$ cat src/rtl/mmi_pkg.sv
// Shared types and default address map for the memory-mapped interconnect controller.
// Slave selects are one-hot in the order [2]=RAM, [1]=CP, [0]=COMM.
package mmi_pkg;

  typedef enum logic [1:0] {
    ST_IDLE   = 2'd0,
    ST_ACCESS = 2'd1,
    ST_RESP   = 2'd2
  } mmi_state_t;

  localparam logic [2:0] SEL_RAM  = 3'b100;
  localparam logic [2:0] SEL_CP   = 3'b010;
  localparam logic [2:0] SEL_COMM = 3'b001;
  localparam logic [2:0] SEL_NONE = 3'b000;

  localparam logic [31:0] DEF_RAM_LO  = 32'h0000_0000;
  localparam logic [31:0] DEF_RAM_HI  = 32'h0000_0003;
  localparam logic [31:0] DEF_CP_LO   = 32'h0000_0014;
  localparam logic [31:0] DEF_CP_HI   = 32'h0000_0017;
  localparam logic [31:0] DEF_COMM_LO = 32'h0000_0018;
  localparam logic [31:0] DEF_COMM_HI = 32'h0000_001B;

  localparam int unsigned DEF_TIMEOUT = 16;

  // Inclusive range test as one unsigned compare; valid whenever hi >= lo.
  function automatic logic in_range(input logic [31:0] addr,
                                    input logic [31:0] lo,
                                    input logic [31:0] hi);
    return (addr - lo) <= (hi - lo);
  endfunction

endpackage

$ cat src/rtl/mmi_addr_decode.sv
// Combinational byte-address to one-hot slave-select decoder.
// Overlapping regions resolve RAM > CP > COMM; unmapped addresses give SEL_NONE.
module mmi_addr_decode
  import mmi_pkg::*;
#(
  parameter logic [31:0] RAM_LO  = DEF_RAM_LO,
  parameter logic [31:0] RAM_HI  = DEF_RAM_HI,
  parameter logic [31:0] CP_LO   = DEF_CP_LO,
  parameter logic [31:0] CP_HI   = DEF_CP_HI,
  parameter logic [31:0] COMM_LO = DEF_COMM_LO,
  parameter logic [31:0] COMM_HI = DEF_COMM_HI
) (
  input  logic [31:0] i_addr,
  output logic [2:0]  o_sel
);

  always_comb begin
    // NOTE: default assigned first so every path drives o_sel and no latch is inferred.
    o_sel = SEL_NONE;
    if (in_range(i_addr, RAM_LO, RAM_HI)) begin
      o_sel = SEL_RAM;
    end else if (in_range(i_addr, CP_LO, CP_HI)) begin
      o_sel = SEL_CP;
    end else if (in_range(i_addr, COMM_LO, COMM_HI)) begin
      o_sel = SEL_COMM;
    end
  end

endmodule

$ cat src/rtl/mmi_bus_ctrl.sv
// Sequenced single-outstanding bus controller between the core data port and RAM/CP/comm slaves.
// Holds a one-hot select until the selected slave acks or the timeout expires, then pulses one response.
module mmi_bus_ctrl
  import mmi_pkg::*;
#(
  parameter logic [31:0] RAM_LO  = DEF_RAM_LO,
  parameter logic [31:0] RAM_HI  = DEF_RAM_HI,
  parameter logic [31:0] CP_LO   = DEF_CP_LO,
  parameter logic [31:0] CP_HI   = DEF_CP_HI,
  parameter logic [31:0] COMM_LO = DEF_COMM_LO,
  parameter logic [31:0] COMM_HI = DEF_COMM_HI,
  parameter int unsigned TIMEOUT = DEF_TIMEOUT
) (
  input  logic        i_clk,
  input  logic        i_rst,
  input  logic        i_req_valid,
  output logic        o_req_ready,
  input  logic        i_req_we,
  input  logic [31:0] i_req_addr,
  input  logic [31:0] i_req_wdata,
  input  logic [3:0]  i_req_wstrb,
  output logic        o_rsp_valid,
  output logic [31:0] o_rsp_rdata,
  output logic        o_rsp_err,
  output logic [2:0]  o_sel,
  output logic        o_s_we,
  output logic [31:0] o_s_addr,
  output logic [31:0] o_s_wdata,
  output logic [3:0]  o_s_wstrb,
  input  logic [2:0]  i_s_ack,
  input  logic [31:0] i_s_rdata_ram,
  input  logic [31:0] i_s_rdata_cp,
  input  logic [31:0] i_s_rdata_comm
);

  mmi_state_t  r_state, w_state_nxt;
  logic [7:0]  r_cnt, w_cnt_nxt;
  logic [2:0]  r_sel, w_sel_nxt;
  logic        r_ready;
  logic        r_rsp_valid, w_rsp_valid_nxt;
  logic        r_rsp_err, w_rsp_err_nxt;
  logic [31:0] r_rsp_rdata, w_rsp_rdata_nxt;
  logic        r_s_we;
  logic [31:0] r_s_addr, r_s_wdata;
  logic [3:0]  r_s_wstrb;
  logic        w_load_req;
  logic [2:0]  w_dec_sel;
  logic [2:0]  w_ack;
  logic [31:0] w_slave_rdata;

  mmi_addr_decode #(
    .RAM_LO (RAM_LO),  .RAM_HI (RAM_HI),
    .CP_LO  (CP_LO),   .CP_HI  (CP_HI),
    .COMM_LO(COMM_LO), .COMM_HI(COMM_HI)
  ) u_decode (
    .i_addr(i_req_addr),
    .o_sel (w_dec_sel)
  );

  assign w_ack = i_s_ack & r_sel;

  always_comb begin
    unique case (r_sel)
      SEL_RAM: w_slave_rdata = i_s_rdata_ram;
      SEL_CP:  w_slave_rdata = i_s_rdata_cp;
      default: w_slave_rdata = i_s_rdata_comm;
    endcase
  end

  always_comb begin
    w_state_nxt     = r_state;
    w_cnt_nxt       = r_cnt;
    w_sel_nxt       = r_sel;
    w_load_req      = 1'b0;
    w_rsp_valid_nxt = 1'b0;
    w_rsp_err_nxt   = 1'b0;
    w_rsp_rdata_nxt = '0;
    unique case (r_state)
      ST_IDLE: begin
        if (r_ready && i_req_valid) begin
          w_load_req = 1'b1;
          if (w_dec_sel != SEL_NONE) begin
            w_sel_nxt   = w_dec_sel;
            w_cnt_nxt   = '0;
            w_state_nxt = ST_ACCESS;
          end else begin
            w_rsp_valid_nxt = 1'b1;
            w_rsp_err_nxt   = 1'b1;
            w_state_nxt     = ST_RESP;
          end
        end
      end
      ST_ACCESS: begin
        // Ack is checked before the timeout so a last-cycle ack still succeeds.
        if (w_ack != SEL_NONE) begin
          w_sel_nxt       = SEL_NONE;
          w_rsp_valid_nxt = 1'b1;
          w_rsp_rdata_nxt = r_s_we ? '0 : w_slave_rdata;
          w_state_nxt     = ST_RESP;
        end else if (r_cnt == 8'(TIMEOUT - 1)) begin
          w_sel_nxt       = SEL_NONE;
          w_rsp_valid_nxt = 1'b1;
          w_rsp_err_nxt   = 1'b1;
          w_state_nxt     = ST_RESP;
        end else begin
          w_cnt_nxt = r_cnt + 8'd1;
        end
      end
      default: w_state_nxt = ST_IDLE;
    endcase
  end

  always_ff @(posedge i_clk) begin
    // NOTE: sequential state uses <= so every register samples pre-edge values.
    if (i_rst) begin
      r_state     <= ST_IDLE;
      r_cnt       <= '0;
      r_sel       <= SEL_NONE;
      r_ready     <= 1'b0;
      r_rsp_valid <= 1'b0;
      r_rsp_err   <= 1'b0;
      r_rsp_rdata <= '0;
      r_s_we      <= 1'b0;
      r_s_addr    <= '0;
      r_s_wdata   <= '0;
      r_s_wstrb   <= '0;
    end else begin
      r_state     <= w_state_nxt;
      r_cnt       <= w_cnt_nxt;
      r_sel       <= w_sel_nxt;
      r_ready     <= (w_state_nxt == ST_IDLE);
      r_rsp_valid <= w_rsp_valid_nxt;
      r_rsp_err   <= w_rsp_err_nxt;
      r_rsp_rdata <= w_rsp_rdata_nxt;
      if (w_load_req) begin
        r_s_we    <= i_req_we;
        r_s_addr  <= i_req_addr;
        r_s_wdata <= i_req_wdata;
        r_s_wstrb <= i_req_wstrb;
      end
    end
  end

  assign o_req_ready = r_ready;
  assign o_rsp_valid = r_rsp_valid;
  assign o_rsp_err   = r_rsp_err;
  assign o_rsp_rdata = r_rsp_rdata;
  assign o_sel       = r_sel;
  assign o_s_we      = r_s_we;
  assign o_s_addr    = r_s_addr;
  assign o_s_wdata   = r_s_wdata;
  assign o_s_wstrb   = r_s_wstrb;

endmodule

$ cat config.mk
export PLATFORM = sky130hd
export DESIGN_NAME = mmi_bus_ctrl
export DESIGN_NICKNAME = d
export VERILOG_FILES = /design/src/rtl/mmi_pkg.sv /design/src/rtl/mmi_addr_decode.sv /design/src/rtl/mmi_bus_ctrl.sv
export SDC_FILE = /design/constraint.sdc
export NUM_CORES = 1
export LEC_CHECK = 0
export BUFFER_PORTS_ARGS = -buffer_cell sky130_fd_sc_hd__buf_2
export CAP_MARGIN = 20
export CORE_MARGIN = 2
export CORE_UTILIZATION = 49
export DETAILED_ROUTE_END_ITERATION = 10
export PLACE_DENSITY = 0.86
export SLEW_MARGIN = 40
export SYNTH_ARGS = -nofsm -noshare
export SYNTH_HDL_FRONTEND = slang
export SYNTH_SLANG_ARGS = --single-unit
$ cat constraint.sdc
create_clock -name i_clk -period 4.14 [get_ports i_clk]
set_input_delay 0.207 -clock i_clk [delete_from_list [all_inputs] [get_ports i_clk]]
set_output_delay 0.207 -clock i_clk [all_outputs]
set_load 0.005 [all_outputs]
==> impl_metrics.yaml <==
drt:
  drtIter0Drc: 803
  vias: 6824
  first_pass_iters: 6
  via_per_inst: 5.69
  wirelength_um: 22200
  drtAntennaViolNets: 0
  wl_per_cell_um: 18.5
  drc_errors: 0
global_routing:
  grt_pass1_vias: 6782
  antenna_found_initial: 0
  grt-ovfl-total: 0
  grt_pass1_wl_um: 33900
  grt_usage: 0.376
  grt_max_degree: 76
timing:
  setup_violations: 0
  worst_slew_pin_slew_ps: 795
  fin_ws_ps: 1260
  fin_skew_ps: 11.8
  relSlewSlack: 0.470
  max_clock_freq_ghz: 0.348
  finalMaxSlewViolations: 0
  period_share: 0.695
  hold_viol: 0
  rsz0062_at_grt: "no"
  tns_ps: 0
  period_minus_slack_ps: 2880
floorplanning:
  dieArea_um2: 11600
  rows: 37
  die-height_um: 108
  dieWidth_um: 108
  initial_core_util: 0.507
  core_um2: 10400
  ios: 278
logic_synthesis:
  synth_area_leader_cell: "dfxtp_1"
  synth_area_leaders: "dfxtp_1, nand2_1, a21oi_1, a22oi_1, clkbuf_1"
  yosys.area.top_type_share: 0.446
  synth.most_common_cell: "nand2_1"
  syn-num-nets: 845
  yosys_warnings: 0
  syn_avg_cell_area_um2: 7.83
  synth_cell_types: 57
  synth_common_cells: "nand2_1, dfxtp_1, a21oi_1"
  synth-seq-area-share: 0.446
  synthFlopType: "dfxtp_1"
  syn_inst: 671
  async_reset_ff_frac: 0
  synth_edf_count: 0
  netlist_area_um2: 5250
  synth_seq_cells: 117
pwr:
  vdd_drop_max_mv: 0.291
  power_density_nw_per_um2: 358
  leakage_nw: 3.86
  p_total_mw: 3.05
setup_path:
  reg2regPathDepth: 7
  crit_type: "in2reg"
  worstPathRequired_ps: 4570
  cp-start-kind: "primary input"
  reg2reg_to: "o_rsp_rdata[19]"
  critical_path_arrival_ps: 3310
  regToRegStartpoint: "o_sel[2]"
  cp_max_fo: 7
  rrSetupSlack_ps: 1860
  worstSetupEndpointType: "flop"
place:
  hpwl_um: 12500
  place_area_um2: 6710
  routabilityCongestion: 0.982
  post-place-ws_ps: 1320
  port_buffers: 277
final_layout:
  area_growth_syn_to_layout_pct: 62.2
  nNetsFinal: 1225
  num_antenna_cells: 0
  post-route-cell-area_um2: 8520
  drive_gt1_frac: 0.315
clock_network:
  cts_max_path_buffers: 2
  ctsResizeCount: 0
  cts_setup_buffers: 0
  cts_hold_buf: 120
  tritoncts: "done"
  htreeDepth: 4
  numCtsBuffers: 17
  clk_latency_ps: 520
  root_buffer: "clkbuf_8"
  path_clk_slew_ps: 60
  cts_sinks: 117
worst_hold_path:
  holdCritStartpoint: "i_s_rdata_ram[6]"
  hp-class: "in2reg"
  min_to: "o_rsp_rdata[6]"
  hold_depth: 3
outcome:
  outcome: "finished clean"
job:
  timing.max_cap.violations: 0
final cells by class:
cell class / instances / area, µm²
flip-flops and latches: 117 / 2340
multi-input cells: 508 / 2750
inverters: 3 / 11.3
clock inverters: 15 / 195
repair buffers: 404 / 2640
clock buffers: 17 / 414
well taps: 136 / 170
fillers: 649 / 1850
worst max-delay path, cell delays in order:
cell and delay, ps:
dlygate4sd3_1 580, buf_2 190, nor3_2 380, nand4_1 390
o41ai_2 430, nand4_1 150, nor4_1 630, a22oi_1 190
nor3_1 160
worst max-delay path by stage:
stage / startpoint / end / slack (ps) / cells past startpoint
3_5_place_dp: i_req_addr[3] / o_sel[1] / 1320 / 11
5_1_grt: i_req_addr[17] / o_sel[1] / 1090 / 10
2_1_floorplan: i_req_addr[3] / o_sel[2] / 1720 / 11
6_report: i_req_addr[9] / o_sel[0] / 1260 / 9
3_3_place_gp: i_req_addr[5] / o_sel[2] / 1320 / 8
4_1_cts: i_req_addr[12] / o_sel[2] / 1370 / 9
cell usage in the layout, fill, tap and decap left out, types with 2 or more instances in the layout:
cell	instances
buf_2	276
nand2_1	193
dlygate4sd3_1	120
dfxtp_1	117
a21oi_1	107
a22oi_1	36
nor2_1	21
nor3_1	20
nand3_1	17
clkbuf_16	16
nand4_1	13
xor2_1	9
nor4_1	9
buf_4	8
o21ai_0	7
o31ai_1	7
nand4b_1	6
or3_1	5
clkinv_4	5
nor3_2	4
xnor2_1	4
inv_1	3
nand3b_1	3
or4_1	3
and2_1	3
ha_1	3
inv_6	3
bufinv_16	3
nand3_2	2
nand2b_1	2
o21a_1	2
nor3b_2	2
inv_8	2
routing by layer:
| layer | vias to the layer above | global-route usage | wire, µm |
|---|---|---|---|
| met5 | - | 0 | 0 |
| met4 | 0 | 0.255 | 1470 |
| met3 | 134 | 0.111 | 2070 |
| met2 | 448 | 0.634 | 10600 |
| met1 | 3118 | 0.406 | 7990 |
| li1 | 3124 | - | - |
cell families (layout without fill, tap and decap cells):
group,Yosys count,after routing,share of synthesized area
xor+xnor,13,13,0.0217
buf+inv,46,439,0.0355
compound gates,175,175,0.206
mux,1,1,0.00191
flops,117,117,0.446
fa+ha+maj,3,3,0.00715
simple gates,316,316,0.282
where the power goes:
part / leakage, nW / switching [mW] / internal [mW]
Clock: 0.297 / 0.569 / 0.933
Sequential: 0.950 / 0.0170 / 1.16
Combinational: 2.62 / 0.192 / 0.181
Total: 3.86 / 0.778 / 2.27
flip-flops by register name, indices dropped and copies added (netlist names):
register     cells
o_s_we           1
o_rsp_rdata     32
o_s_wdata       32
o_s_addr        32
r_cnt            8
o_req_ready      1
o_s_wstrb        4
o_rsp_err        1
o_sel            3
o_rsp_valid      1
r_state          2
through the flow:
step | hold slack [ps] | std cells | utilization
after floorplan | 343 | 671 | -
after global placement | 439 | 1048 | 0.647
after detailed placement | 445 | 1048 | 0.647
after CTS | 3.73 | 1200 | 0.822
after global routing | 13.9 | 1200 | 0.822
final | 12.8 | 1200 | 0.822
Note: power is estimated with default switching activity, not from simulation.
